### config.mk
export PLATFORM = sky130hd
export DESIGN_NAME = mul_arb
export DESIGN_NICKNAME = d
export VERILOG_FILES = /design/src/rtl/mul_arb.sv
export SDC_FILE = /design/constraint.sdc
export NUM_CORES = 1
export LEC_CHECK = 0
export BUFFER_PORTS_ARGS = -buffer_cell sky130_fd_sc_hd__clkbuf_2
export CELL_PAD_IN_SITES_DETAIL_PLACEMENT = 0
export CELL_PAD_IN_SITES_GLOBAL_PLACEMENT = 1
export CORE_MARGIN = 5
export CORE_UTILIZATION = 41
export CTS_CLUSTER_SIZE = 16
export DETAILED_ROUTE_END_ITERATION = 6
export HOLD_SLACK_MARGIN = 0.03
export PLACE_DENSITY = 0.89
export SLEW_MARGIN = 20
export SYNTH_ARGS = -nofsm -noshare
export SYNTH_HDL_FRONTEND = slang
export SYNTH_SLANG_ARGS = --single-unit
### constraint.sdc
create_clock -name clk -period 4.9 [get_ports clk]
set_clock_uncertainty 0.1 [all_clocks]
set_input_delay 0.245 -clock clk [delete_from_list [all_inputs] [get_ports clk]]
set_output_delay 0.245 -clock clk [all_outputs]
set_load 0.005 [all_outputs]
### src/rtl/mul_arb.sv
// mul_arb: two-requester arbiter sharing one 6x6 array multiplier, registered response.
// Define MUL_ARB_FIXED_PRIO_EN to make requester 0 win every tie instead of round-robin.
module mul_arb #(
    parameter int CNT_W = 8
) (
    input  logic             clk,
    input  logic             rst,
    input  logic             req0_valid,
    input  logic [5:0]       req0_a,
    input  logic [5:0]       req0_b,
    output logic             req0_ready,
    input  logic             req1_valid,
    input  logic [5:0]       req1_a,
    input  logic [5:0]       req1_b,
    output logic             req1_ready,
    output logic             rsp_valid,
    output logic [11:0]      rsp_product,
    output logic             rsp_id,
    input  logic             rsp_ready,
    output logic [CNT_W-1:0] op_count
);
    typedef enum logic [1:0] {IDLE, CALC, RESP} state_t;
    state_t      state, state_nxt;
    logic [5:0]  op_a, op_b;
    logic        op_id;
    logic        grant;
    logic        accept;
    logic [11:0] prod;
`ifdef MUL_ARB_FIXED_PRIO_EN
    assign grant = req1_valid & ~req0_valid;
`else
    logic last_grant;
    // grant=1 selects requester 1; on a tie the side not served last wins
    assign grant = req1_valid & (~req0_valid | ~last_grant);
`endif
    assign rsp_valid = state == RESP;
    assign accept    = req0_ready | req1_ready;
    always_comb begin
        req0_ready = 1'b0;
        req1_ready = 1'b0;
        if (state == IDLE && !rst) begin
            req0_ready = req0_valid & ~grant;
            req1_ready = grant;
        end
        state_nxt = (state == IDLE) ? ((req0_valid | req1_valid) ? CALC : IDLE) :
                    (state == CALC) ? RESP :
                    (rsp_ready ? IDLE : RESP);
    end
    always_ff @(posedge clk) begin
        if (rst) begin
            state       <= IDLE;
            op_a        <= '0;
            op_b        <= '0;
            op_id       <= 1'b0;
            rsp_product <= '0;
            rsp_id      <= 1'b0;
            op_count    <= '0;
`ifndef MUL_ARB_FIXED_PRIO_EN
            last_grant  <= 1'b1;
`endif
        end else begin
            state <= state_nxt;
            if (accept) begin
                op_a  <= grant ? req1_a : req0_a;
                op_b  <= grant ? req1_b : req0_b;
                op_id <= grant;
`ifndef MUL_ARB_FIXED_PRIO_EN
                last_grant <= grant;
`endif
            end
            if (state == CALC) begin
                rsp_product <= prod;
                rsp_id      <= op_id;
            end
            if (rsp_valid && rsp_ready)
                op_count <= op_count + 1'b1;
        end
    end
    Bin_Mul u_mul (.a(op_a), .b(op_b), .p(prod));
endmodule

// Bin_Mul: 6x6 unsigned combinational array multiplier, one shifted partial product per row.
module Bin_Mul (
    input  logic [5:0]  a,
    input  logic [5:0]  b,
    output logic [11:0] p
);
    logic [11:0] s [0:6];
    assign s[0] = '0;
    for (genvar i = 0; i < 6; i++) begin : g_row
        assign s[i+1] = s[i] + ({6'b0, a & {6{b[i]}}} << i);
    end
    assign p = s[6];
endmodule

==> results of run 1 <==
cells by family (layout without fill, tap and decap cells):
family                     Yosys count  count (layout)
buffers and inverters               38              84
DFF                                 37              37
muxes                                1               1
and+or+nand+nor                    138             138
adders and majority gates           36              36
AOI/OAI and AO/OA                   45              45
xor gates and xnor gates            12              12
registers in the layout (all words and copies together), names as in the netlist:
| signal | flops |
|---|---|
| last_grant | 1 |
| op_a | 6 |
| op_b | 6 |
| op_count | 8 |
| op_id | 1 |
| rsp_id | 1 |
| rsp_product | 12 |
| state | 2 |
layer usage:
layer | vias up | share of wire [%]
met5 | - | 0
met4 | 0 | 2.6
met3 | 14 | 4.9
met2 | 43 | 45
met1 | 971 | 47
li1 | 1119 | -
critical path: cells and delay by family (launching register included):
kind	cells	cell delay (ps)
AOI/OAI and AO/OA	1	110
adders and majority gates	7	2210
and+or+nand+nor	4	880
xor gates and xnor gates	1	170
DFF	1	440
buffers and inverters	3	220
through the flow:
stage | hold slack (ps) | area, µm² | power (µW) | setup WS, ps | instances
2_1_floorplan | 249 | 2630 | 451 | 844 | 307
3_3_place_gp | 344 | 2910 | 486 | 804 | 422
3_5_place_dp | 347 | 2910 | 489 | 708 | 422
4_1_cts | 47.9 | 3030 | 771 | 690 | 430
5_1_grt | 44.5 | 3030 | 812 | 381 | 430
6_report | 53.7 | 3030 | 764 | 680 | 430
area by class of cell:
| class | count | area share, % |
|---|---|---|
| Sequential cell | 37 | 24.5 |
| Clock buffer | 6 | 2.73 |
| Timing Repair Buffer | 52 | 8.59 |
| Tap cell | 77 | 3.18 |
| Multi-Input combinational cell | 232 | 56.8 |
| Inverter | 24 | 2.97 |
| Clock inverter | 2 | 1.24 |
where the power goes:
group / leakage [µW] / total [µW] / switching (µW) / internal (µW)
sequential: 0.000302 / 345 / 25.6 / 320
combinational: 0.00108 / 136 / 77.3 / 58.8
clock: 0.0000574 / 282 / 117 / 166
worst paths after layout:
check / cells after the start / from / end
max: 16 / op_b[1]$_SDFFE_PP0P_ / rsp_product[11]$_SDFFE_PP0P_
min: 2 / rsp_ready / state[1]$_SDFF_PP0_
max reg2reg: 16 / op_b[1]$_SDFFE_PP0P_ / rsp_product[11]$_SDFFE_PP0P_
min reg2reg: 2 / rsp_product[4]$_SDFFE_PP0P_ / rsp_product[4]$_SDFFE_PP0P_
layout by cell type (no fill, tap or decap), drive strengths merged, types with 3 or more instances in the layout:
cell and instances:
and2 22, fa 16, xnor2 4, xor2 8, dfxtp 37, a21o 3
nor2 29, a21oi 13, nand2 60, and3 4, a211oi 6, nand2b 3
clkbuf 58, inv 24, a311oi 13, nand3 8, ha 20
==> impl_results.md, run 1 <==
* R2R setup slack at 680 ps
* Most common cell in the netlist: nand2_1
* Crit path max fanout at 9
* Hold_buf cts at 0
* TritonRoute pass-1 iters at 4
* Area grow syn2layout at 15.3%
* CTS sink count at 37
* Worst-Margin Slew at 850 ps
* RD Place Congestion at 0.820
* Mean routed wirelength per cell at 12.5 µm
* Yosys reg bits at 37
* Adder-cell share of the synthesized area at 21.7%
* HPWL Detailed at 4220 µm
* Iter 0 DRT Violations at 80
* Syn Inst Count at 307
* Vias per Instance at 4.99
* Synth cell count leaders: 60 x nand2_1, 37 x dfxtp_1, 29 x nor2_1
* Site Rows at 29
* Largest net degree at the start of global routing at 40
* Register area at 741 µm²
* Average size of a mapped cell at 8.56 µm²
* Setup repair bufs after CTS at 0
* Syn Nets at 372
* Sequential element share of the synthesized area at 28.2%
* Busiest grt layer: met2
* Synth Area in Simple Gates at 24.9%
* Ant. Diodes at 0
* Mux contribution to synthesized area at 0.381%
* XOR/XNOR Fraction of Synth Area at 4.00%
* Chip height at 90.1 µm
* Largest family of logic cells by synthesized area: simple AND/OR/NAND/NOR gates
* Cell chain of the critical path: and2_1, ha_1, inv_1, fa_1, xor2_1, fa_1, fa_1, inv_1, fa_1, ha_1, inv_1, fa_1, nand2b_1, a211oi_1, or4_1, and3_1
* Core area at 0.00628 mm²
* Residual DRC at 0
* Post-route ant nets at 0
* GR Util met3 at 3.09%
* Crit. End Element: register
* GRT Util Overall at 14.5%
* Leading area contributor after synthesis: dfxtp_1
* Distinct cell type count after synthesis at 42
* Die Area at 0.00811 mm²
* Final core occ at 48.3%
* Starting density of the core at 41.9%
* Synthesized area at 0.00263 mm²
* Multi-input gate area at 0.00172 mm²
* Synth top area share at 28.2%
* TritonCTS clock tree: done
* Sum Neg Setup Slack at 0 ps
* Arrival time at the worst endpoint at 4320 ps
* WS Path Type: register to register
* Static Leak at 0.00144 µW
* Fill cells at 629
* Slew Limit Headroom at 43.4%
* Final worst path period share at 86.1%
* HP Class: input pin to register
* Inserted Clock Buffers at 5
* Chip Width at 90.1 µm
* Critical Path RT at 5000 ps
* Largest stage delay on the critical path at 440 ps
* Area fraction in compound gates after synthesis at 14.5%
* Pwr dens at 252 mW/mm²
* EDFF count, synth at 0
* Slowest CP cell: dfxtp_1
* Ys Warns at 0
* IO buf count at 52
* Peak supply drop at 133 µV
* CTS H-tree depth at 2
* Clock-pin slew on the worst setup and hold paths at 80 ps
* Number of global-route vias before repair at 2,186
* Final min period at 4220 ps
* Startpoint Class: register
* Outcome: finished clean
* Worst path most repeated cell: fa_1
* Final hold violations at 0
* Post-synth top flop: dfxtp_1
* Post-CTS Resized at 0
* First-pass GRT wire length at 9920 µm
* Fmax at 0.237 GHz
* RSZ-0062 raised after global routing: false
* Layout cell share with drive strength beyond 1 at 20.1%
* Nets at 417
* WL final at 5380 µm
* # setup viols final at 0
* Max Slew Vio Count at 0
* Ys async rst share at 0%
* Max Root-Sink Buffers at 2
* Remaining Overflow, GRT at 0
* I/O pin count at 53
* CTS root buffer: clkbuf_8
* Synth area leaders: dfxtp_1 28%, fa_1 12%, ha_1 9.5%, nand2_1 8.6%, and2_1 5.2%
* Initial antenna violation count at 0
* Via count at 2,147
* Max cap viols at 0
* Met1 Usage GRT at 18.7%
* Grt met2 use at 23.2%
* Worst skew pair latency at 300 ps
Power figures use the tool's default switching activity.
==> run 2: changes to the inputs <==
- CORE_UTILIZATION: 41 -> 30
- PLACE_DENSITY: 0.89 -> 0.71
- REMOVE_ABC_BUFFERS: not set -> 1
- clock period: 4.9 -> 4 ns (I/O delays scaled with it)
==> run 2 against run 1 <==
Effect of this change: clock-buffer cell count is the same; cell area grew 4.0%; maximum frequency grew 10%; flip-flop and latch count is the same; total power is 14% higher; via count rose by 0.19%; critical path depth did not move; register-to-register slack lost 510 ps; combinational power grew 37%; first-iteration DRC count rose by 26%; final cell count is 9.3% higher; die area rose by 32%.
==> impl_results.md, run 2 (synthesis gave the netlist of run 1 again) <==
* Chip Width at 104 µm (+15%)
* HPWL Detailed at 4330 µm (+2.7%)
* Remaining Overflow, GRT at 0 (unchanged)
* Post-Layout Inst Area at 0.00315 mm² (+4.0%)
* WHS Path Cells at 3 (+1)
* Max Slew Vio Count at 0 (unchanged)
* Vias per Instance at 4.58 (-8.3%)
* Critical Path RT at 4080 ps (-920 ps)
* Dpl cells at 461 (+9.2%)
* Max Root-Sink Buffers at 2 (unchanged)
* R2R cell count at 16 (unchanged)
* CTS sink count at 37 (unchanged)
* # setup viols final at 0 (unchanged)
* TritonRoute pass-1 iters at 4 (unchanged)
* First-pass GRT wire length at 10,200 µm (+2.6%)
* HP Class: input pin to register
* Clock-pin slew on the worst setup and hold paths at 70 ps (about the same)
* Nets at 427 (+2.4%)
* Static Leak at 0.00149 µW (+2.9%)
* Chip height at 104 µm (+15%)
* Ant. Diodes at 0 (unchanged)
* WS Path Type: register to register
* Residual DRC at 0 (unchanged)
* Die Area at 0.0107 mm² (+32%)
* Starting density of the core at 30.4% (-11 points)
* Max cap viols at 0 (unchanged)
* Initial antenna violation count at 0 (unchanged)
* Crit. End Element: register
* Setup crit start: op_b[1]$_SDFFE_PP0P_
* CTS root buffer: clkbuf_8
* Area grow syn2layout at 19.9%
* IO buf count at 52 (unchanged)
* Register with the most flip-flops: rsp_product
* Outcome: finished clean
* Core area at 0.00864 mm² (+38%)
* Mean routed wirelength per cell at 11.9 µm (-5.3%)
* Worst skew pair latency at 290 ps (about the same)
* RR Startpoint: op_b[1]$_SDFFE_PP0P_
* GRT Util Overall at 11.1% (-3.4 points)
* Pwr dens at 277 mW/mm² (+9.8%)
* Crit path max fanout at 3 (-6)
* Hold path start: req1_b[5]
* Number of global-route vias before repair at 2,218 (+1.5%)
* Site Rows at 34 (+17%)
* Worst-Margin Slew at 464 ps (-385 ps)
* Most common cell after layout, fill and taps aside: nand2_1
* Fmax at 0.261 GHz (+10%)
* Inserted Clock Buffers at 5 (unchanged)
* Arrival time at the worst endpoint at 3920 ps (-400 ps)
* Final hold violations at 0 (unchanged)
* Most frequent cells in the layout: 60 x nand2_1, 52 x clkbuf_2, 35 x dfxtp_1
* Final min period at 3830 ps (-386 ps)
* RD Place Congestion at 0.792 (-3.4%)
* Critical R2R Capture: rsp_product[11]$_SDFFE_PP0P_
* Max reg flops at 12 (unchanged)
* Slew Limit Headroom at 69.0% (+26 points)
* Largest net degree at the start of global routing at 40 (unchanged)
* Startpoint Class: register
* Top flop regs: rsp_product x12, op_count x8
* Final core occ at 36.5% (-12 points)
* Via count at 2,151 (+0.19%)
* I/O pin count at 53 (unchanged)
* Hold EP: op_b[5]$_SDFFE_PP0P_
* Iter 0 DRT Violations at 101 (+26%)
* Placed inst area at 0.00301 mm² (+3.4%)
* Layout cell share with drive strength beyond 1 at 24.9% (+4.7 points)
* WL final at 5570 µm (+3.5%)
* R2R setup slack at 170 ps (-510 ps)
* Post-route ant nets at 0 (unchanged)
* Peak supply drop at 141 µV (+5.7%)
* Post-Layout Cell Count at 470 (+9.3%)
* Final worst path period share at 95.9% (+9.7 points)
* CTS H-tree depth at 2 (unchanged)
* TritonCTS clock tree: done
-- run 2: changes by cell type in the layout (fill, tap and decap cells not counted), moves of 2 or more --
cell     previous run  this run
buf_4               0         9
dfxtp_1            37        35
dfxtp_2             0         2
fa_1               16        12
fa_2                0         4
ha_1               20        18
ha_2                0         2
-- run 2: area by class of cell --
class,count,area (µm²)
clock buffer,6,82.6
clock inverter,1,7.51
fill,913,5490
inverter,24,90.1
multi-input combinational,232,1750
sequential,37,743
tap,108,135
timing repair buffer,62,338
-- run 2: worst max-delay path by stage --
stage,cells past startpoint,to
2_1_floorplan,16,rsp_product[11]$_SDFFE_PP0P_
3_3_place_gp,16,rsp_product[11]$_SDFFE_PP0P_
3_5_place_dp,16,rsp_product[11]$_SDFFE_PP0P_
4_1_cts,16,rsp_product[11]$_SDFFE_PP0P_
5_1_grt,16,rsp_product[11]$_SDFFE_PP0P_
6_report,16,rsp_product[11]$_SDFFE_PP0P_
-- run 2: power by group --
group | leakage [µW] | internal (µW) | switching, µW
combinational | 0.00114 | 81.4 | 105
sequential | 0.000303 | 392 | 24.9
clock | 0.0000433 | 136 | 132
-- run 2: metrics by stage --
stage	setup slack (ps)	TNS [ps]	hold slack, ps	total power [µW]
final	166	0	52.3	872
after global routing	-22.7	-22.7	61.4	929
after CTS	24.1	0	45.8	883
after detailed placement	-21.4	-21.4	320	613
after global placement	36.2	0	317	611
after floorplan	49.3	0	168	537
-- run 2: routing by layer --
metal  routed length (µm)  global-route usage, %
met5                    0                      0
met4                   67                   3.37
met2                 2470                   17.4
met1                 2840                   15.4
met3                  204                   1.93
-- run 2: worst max-delay path: stages (launching register included) --
cell,delay (ps)
dfxtp_1,330
and2_1,130
ha_2,180
inv_1,60
fa_2,370
xor2_1,170
fa_2,370
fa_2,360
inv_2,60
fa_1,380
ha_2,190
inv_1,60
fa_2,200
nand2b_4,130
a211oi_2,60
or4_1,390
and3_1,180
-- run 2: repair_timing --
item / 4_1_cts / 5_1_grt
endpoints found under the hold margin: 1 / 0
buffers inserted: 0 / 1
pin swaps: 0 / 4
hold buffers: 1 / 0
resized for setup: 1 / 11
gates cloned: 0 / 0
endpoints found under the setup margin: 1 / 4
==> run 3: changes to the inputs <==
- SYNTH_HIERARCHICAL: not set -> 1
==> run 3 against run 2 <==
Effect of this change: total power up 6.0%; die area fell by 1.6%; first-iteration DRC count decreased by 29%; non-clock buffer count fell by 5; via count decreased by 1.3%; register-to-register slack gained 97 ps; largest power group unchanged.
==> impl_results.md, run 3 <==
* TritonCTS clock tree: done
* IO buf count at 52 (unchanged)
* Final core occ at 37.2% (+0.76 points)
* Nets at 424 (-0.70%)
* Number of global-route vias before repair at 2,152 (-3.0%)
* Synthesized area at 0.00258 mm² (-1.8%)
* Most common cell after layout, fill and taps aside: nand2_1
* Core area at 0.00830 mm² (-3.9%)
* HPWL Detailed at 4410 µm (+1.8%)
* Final worst path period share at 93.4% (-2.4 points)
* Cell chain of the critical path: and2_1, fa_1, fa_1, fa_1, inv_1, fa_2, nor2b_4, o21ai_2, a21boi_2, nor4_1, a311o_1, nand2_1, a21oi_1
* Most common cell in the netlist: nand2_1
* Synth top area share at 28.7% (+0.51 points)
* Chip Width at 103 µm (-0.80%)
* I/O pin count at 53 (unchanged)
* Worst skew pair latency at 280 ps (about the same)
* Min Hold Slack at 54.3 ps (+2.02 ps)
* Slowest CP cell: fa_1
* Largest stage delay on the critical path at 570 ps (+180 ps)
* Logic pwr share at 18.3% (-3.1 points)
* GRT Util Overall at 11.2% (+0.16 points)
* Remaining Overflow, GRT at 0 (unchanged)
* Ant. Diodes at 0 (unchanged)
* Sum Neg Setup Slack at 0 ps (unchanged)
* Switching pwr at 256 µW (-2.4%)
* Die Area at 0.0106 mm² (-1.6%)
* Vias per Instance at 4.57 (about the same)
* Max reg flops at 12 (unchanged)
* Total power at 925 µW (+6.0%)
* Final hold violations at 0 (unchanged)
* Final min period at 3740 ps (-97.4 ps)
* Top delay family on crit path: adder cells
* Inserted Clock Buffers at 5 (unchanged)
* Outcome: finished clean
* Clock-pin slew on the worst setup and hold paths at 80 ps (about the same)
* Distinct cell type count after synthesis at 39 (-7.1%)
* Synth cell count leaders: 67 x nand2_1, 37 x dfxtp_1, 34 x a21oi_1
* Seq pwr share at 45.1% (-2.7 points)
* HP Class: input pin to register
* Initial antenna violation count at 0 (unchanged)
* WS Path Type: register to register
* Worst-Margin Slew at 907 ps (+442 ps)
* Yosys reg bits at 37 (unchanged)
* Peak supply drop at 116 µV (-17%)
* Arrival time at the worst endpoint at 3780 ps (-140 ps)
* Placed inst area at 0.00295 mm² (-1.9%)
* Post-synth top flop: dfxtp_1
* Clk network pwr share at 36.6% (+5.8 points)
* Max Slew Vio Count at 0 (unchanged)
* Ys async rst share at 0% (unchanged)
* Critical Path RT at 4040 ps (-40 ps)
* RSZ-0062 raised after global routing: false
* TritonRoute pass-1 iters at 4 (unchanged)
* Fill cells at 864 (-5.4%)
* EDFF count, synth at 0 (unchanged)
* Synth area leaders: dfxtp_1 29%, fa_1 14%, nand2_1 9.7%, ha_1 9.2%, and2_1 6.8%
* Mean routed wirelength per cell at 11.8 µm (-0.34%)
* Site Rows at 33 (-2.9%)
* Iter 0 DRT Violations at 72 (-29%)
* Post-Layout Inst Area at 0.00309 mm² (-1.9%)
* CTS root buffer: clkbuf_8
* Area grow syn2layout at 19.7%
* Syn Inst Count at 307 (unchanged)
* Residual DRC at 0 (unchanged)
* Max cap viols at 0 (unchanged)
* Average size of a mapped cell at 8.41 µm² (-1.8%)
* Worst path most repeated cell: fa_1
* Leading area contributor after synthesis: dfxtp_1
* Post-route ant nets at 0 (unchanged)
* Most frequent cells in the layout: 67 x nand2_1, 52 x clkbuf_2, 34 x a21oi_1
* Largest net degree at the start of global routing at 39 (-2.5%)
* Startpoint Class: register
* Register with the most flip-flops: rsp_product
* Starting density of the core at 31.1% (+0.68 points)
* Chip height at 103 µm (-0.80%)
* Layout cell share with drive strength beyond 1 at 23.1% (-1.7 points)
* RD Place Congestion at 0.769 (-2.9%)
* Fmax at 0.268 GHz (+2.6%)
* Bufs and invs on worst path at 1 (-2)
* CTS sink count at 37 (unchanged)
* Internal at 669 µW (+9.6%)
* Crit. End Element: register
* Top flop regs: rsp_product x12, op_count x8
* Pwr dens at 299 mW/mm² (+8.1%)
* Sw Share at 27.7% (-2.4 points)
* Max Root-Sink Buffers at 2 (unchanged)
* WL final at 5480 µm (-1.6%)
* Crit path max fanout at 7 (+4)
* Static Leak at 0.00142 µW (-4.2%)
* Sequential element share of the synthesized area at 28.7% (+0.51 points)
* Slew Limit Headroom at 39.4% (-30 points)
* First-pass GRT wire length at 9830 µm (-3.3%)
* Multi-input gate area at 0.00170 mm² (-3.1%)
* Ys Warns at 6 (+6)
* Register area at 749 µm² (+0.84%)
* CTS H-tree depth at 2 (unchanged)
* Via count at 2,122 (-1.3%)
* # setup viols final at 0 (unchanged)
run 3: area by class of cell:
class / instances / share of cell area (%)
Clock buffer: 6 / 2.67
Clock inverter: 2 / 1.22
Inverter: 24 / 2.92
Multi-Input combinational cell: 233 / 55.0
Sequential cell: 37 / 24.3
Timing Repair Buffer: 57 / 9.72
Tap cell: 105 / 4.25
run 3: path summary, 6_finish.rpt:
kind                                                   from                            to  slack, ps  cells after the start
worst min-delay path                              req0_b[0]          op_b[0]$_SDFFE_PP0P_         50                      3
worst max register to register         op_a[2]$_SDFFE_PP0P_  rsp_product[10]$_SDFFE_PP0N_        260                     13
worst max-delay path                   op_a[2]$_SDFFE_PP0P_  rsp_product[10]$_SDFFE_PP0N_        260                     13
worst min register to register  rsp_product[7]$_SDFFE_PP0N_   rsp_product[7]$_SDFFE_PP0N_        350                      2
run 3: routing by layer:
metal / global-route usage [%] / routed length (µm) / vias up
li1: - / - / 1131
met1: 16.3 / 2820 / 940
met2: 16.7 / 2320 / 46
met3: 1.89 / 263 / 5
met4: 3.88 / 78 / 0
met5: 0 / 0 / -
run 3: what timing repair did:
| action | CTS | global route |
|---|---|---|
| hold endpoints to repair | 1 | 0 |
| endpoints found under the setup margin | 0 | 2 |
| gates resized for setup | 0 | 8 |
| hold buffers | 1 | 0 |
| buffers inserted | 0 | 0 |
run 3: power groups by stage:
stage | logic (µW) | registers [µW] | clock network, µW
5_1_grt | 198 | 423 | 367
3_5_place_dp | 170 | 425 | 0
6_report | 169 | 417 | 339
2_1_floorplan | 111 | 417 | 0
4_1_cts | 173 | 416 | 350
3_3_place_gp | 169 | 424 | 0
run 3: kinds of logic (layout without fill, tap and decap cells):
group                      Yosys count  in the layout  synth area share, %
DFF                                 37             37                 28.7
adders and majority gates           37             37                 23.2
buffers and inverters               37             89                 5.62
and+or+nand+nor                    128            128                 24.2
muxes                                2              2                0.824
AOI/OAI and AO/OA                   60             60                 15.4
xor gates and xnor gates             6              6                 2.04
run 3: worst register-to-register path, delay by kind of cell, from the launching register on:
kind | cells | cell delay (ps)
AND/OR/NAND/NOR | 4 | 430
AO/OA/AOI/OAI | 4 | 630
flip-flops | 1 | 360
adder cells (fa/ha/maj) | 4 | 2020
buffers and inverters | 1 | 70
run 3: metrics by stage:
step           setup WS [ps]  std cells
2_1_floorplan            358        294
3_3_place_gp             192        455
3_5_place_dp             150        455
4_1_cts                  131        464
5_1_grt                 24.0        464
6_report                 263        464
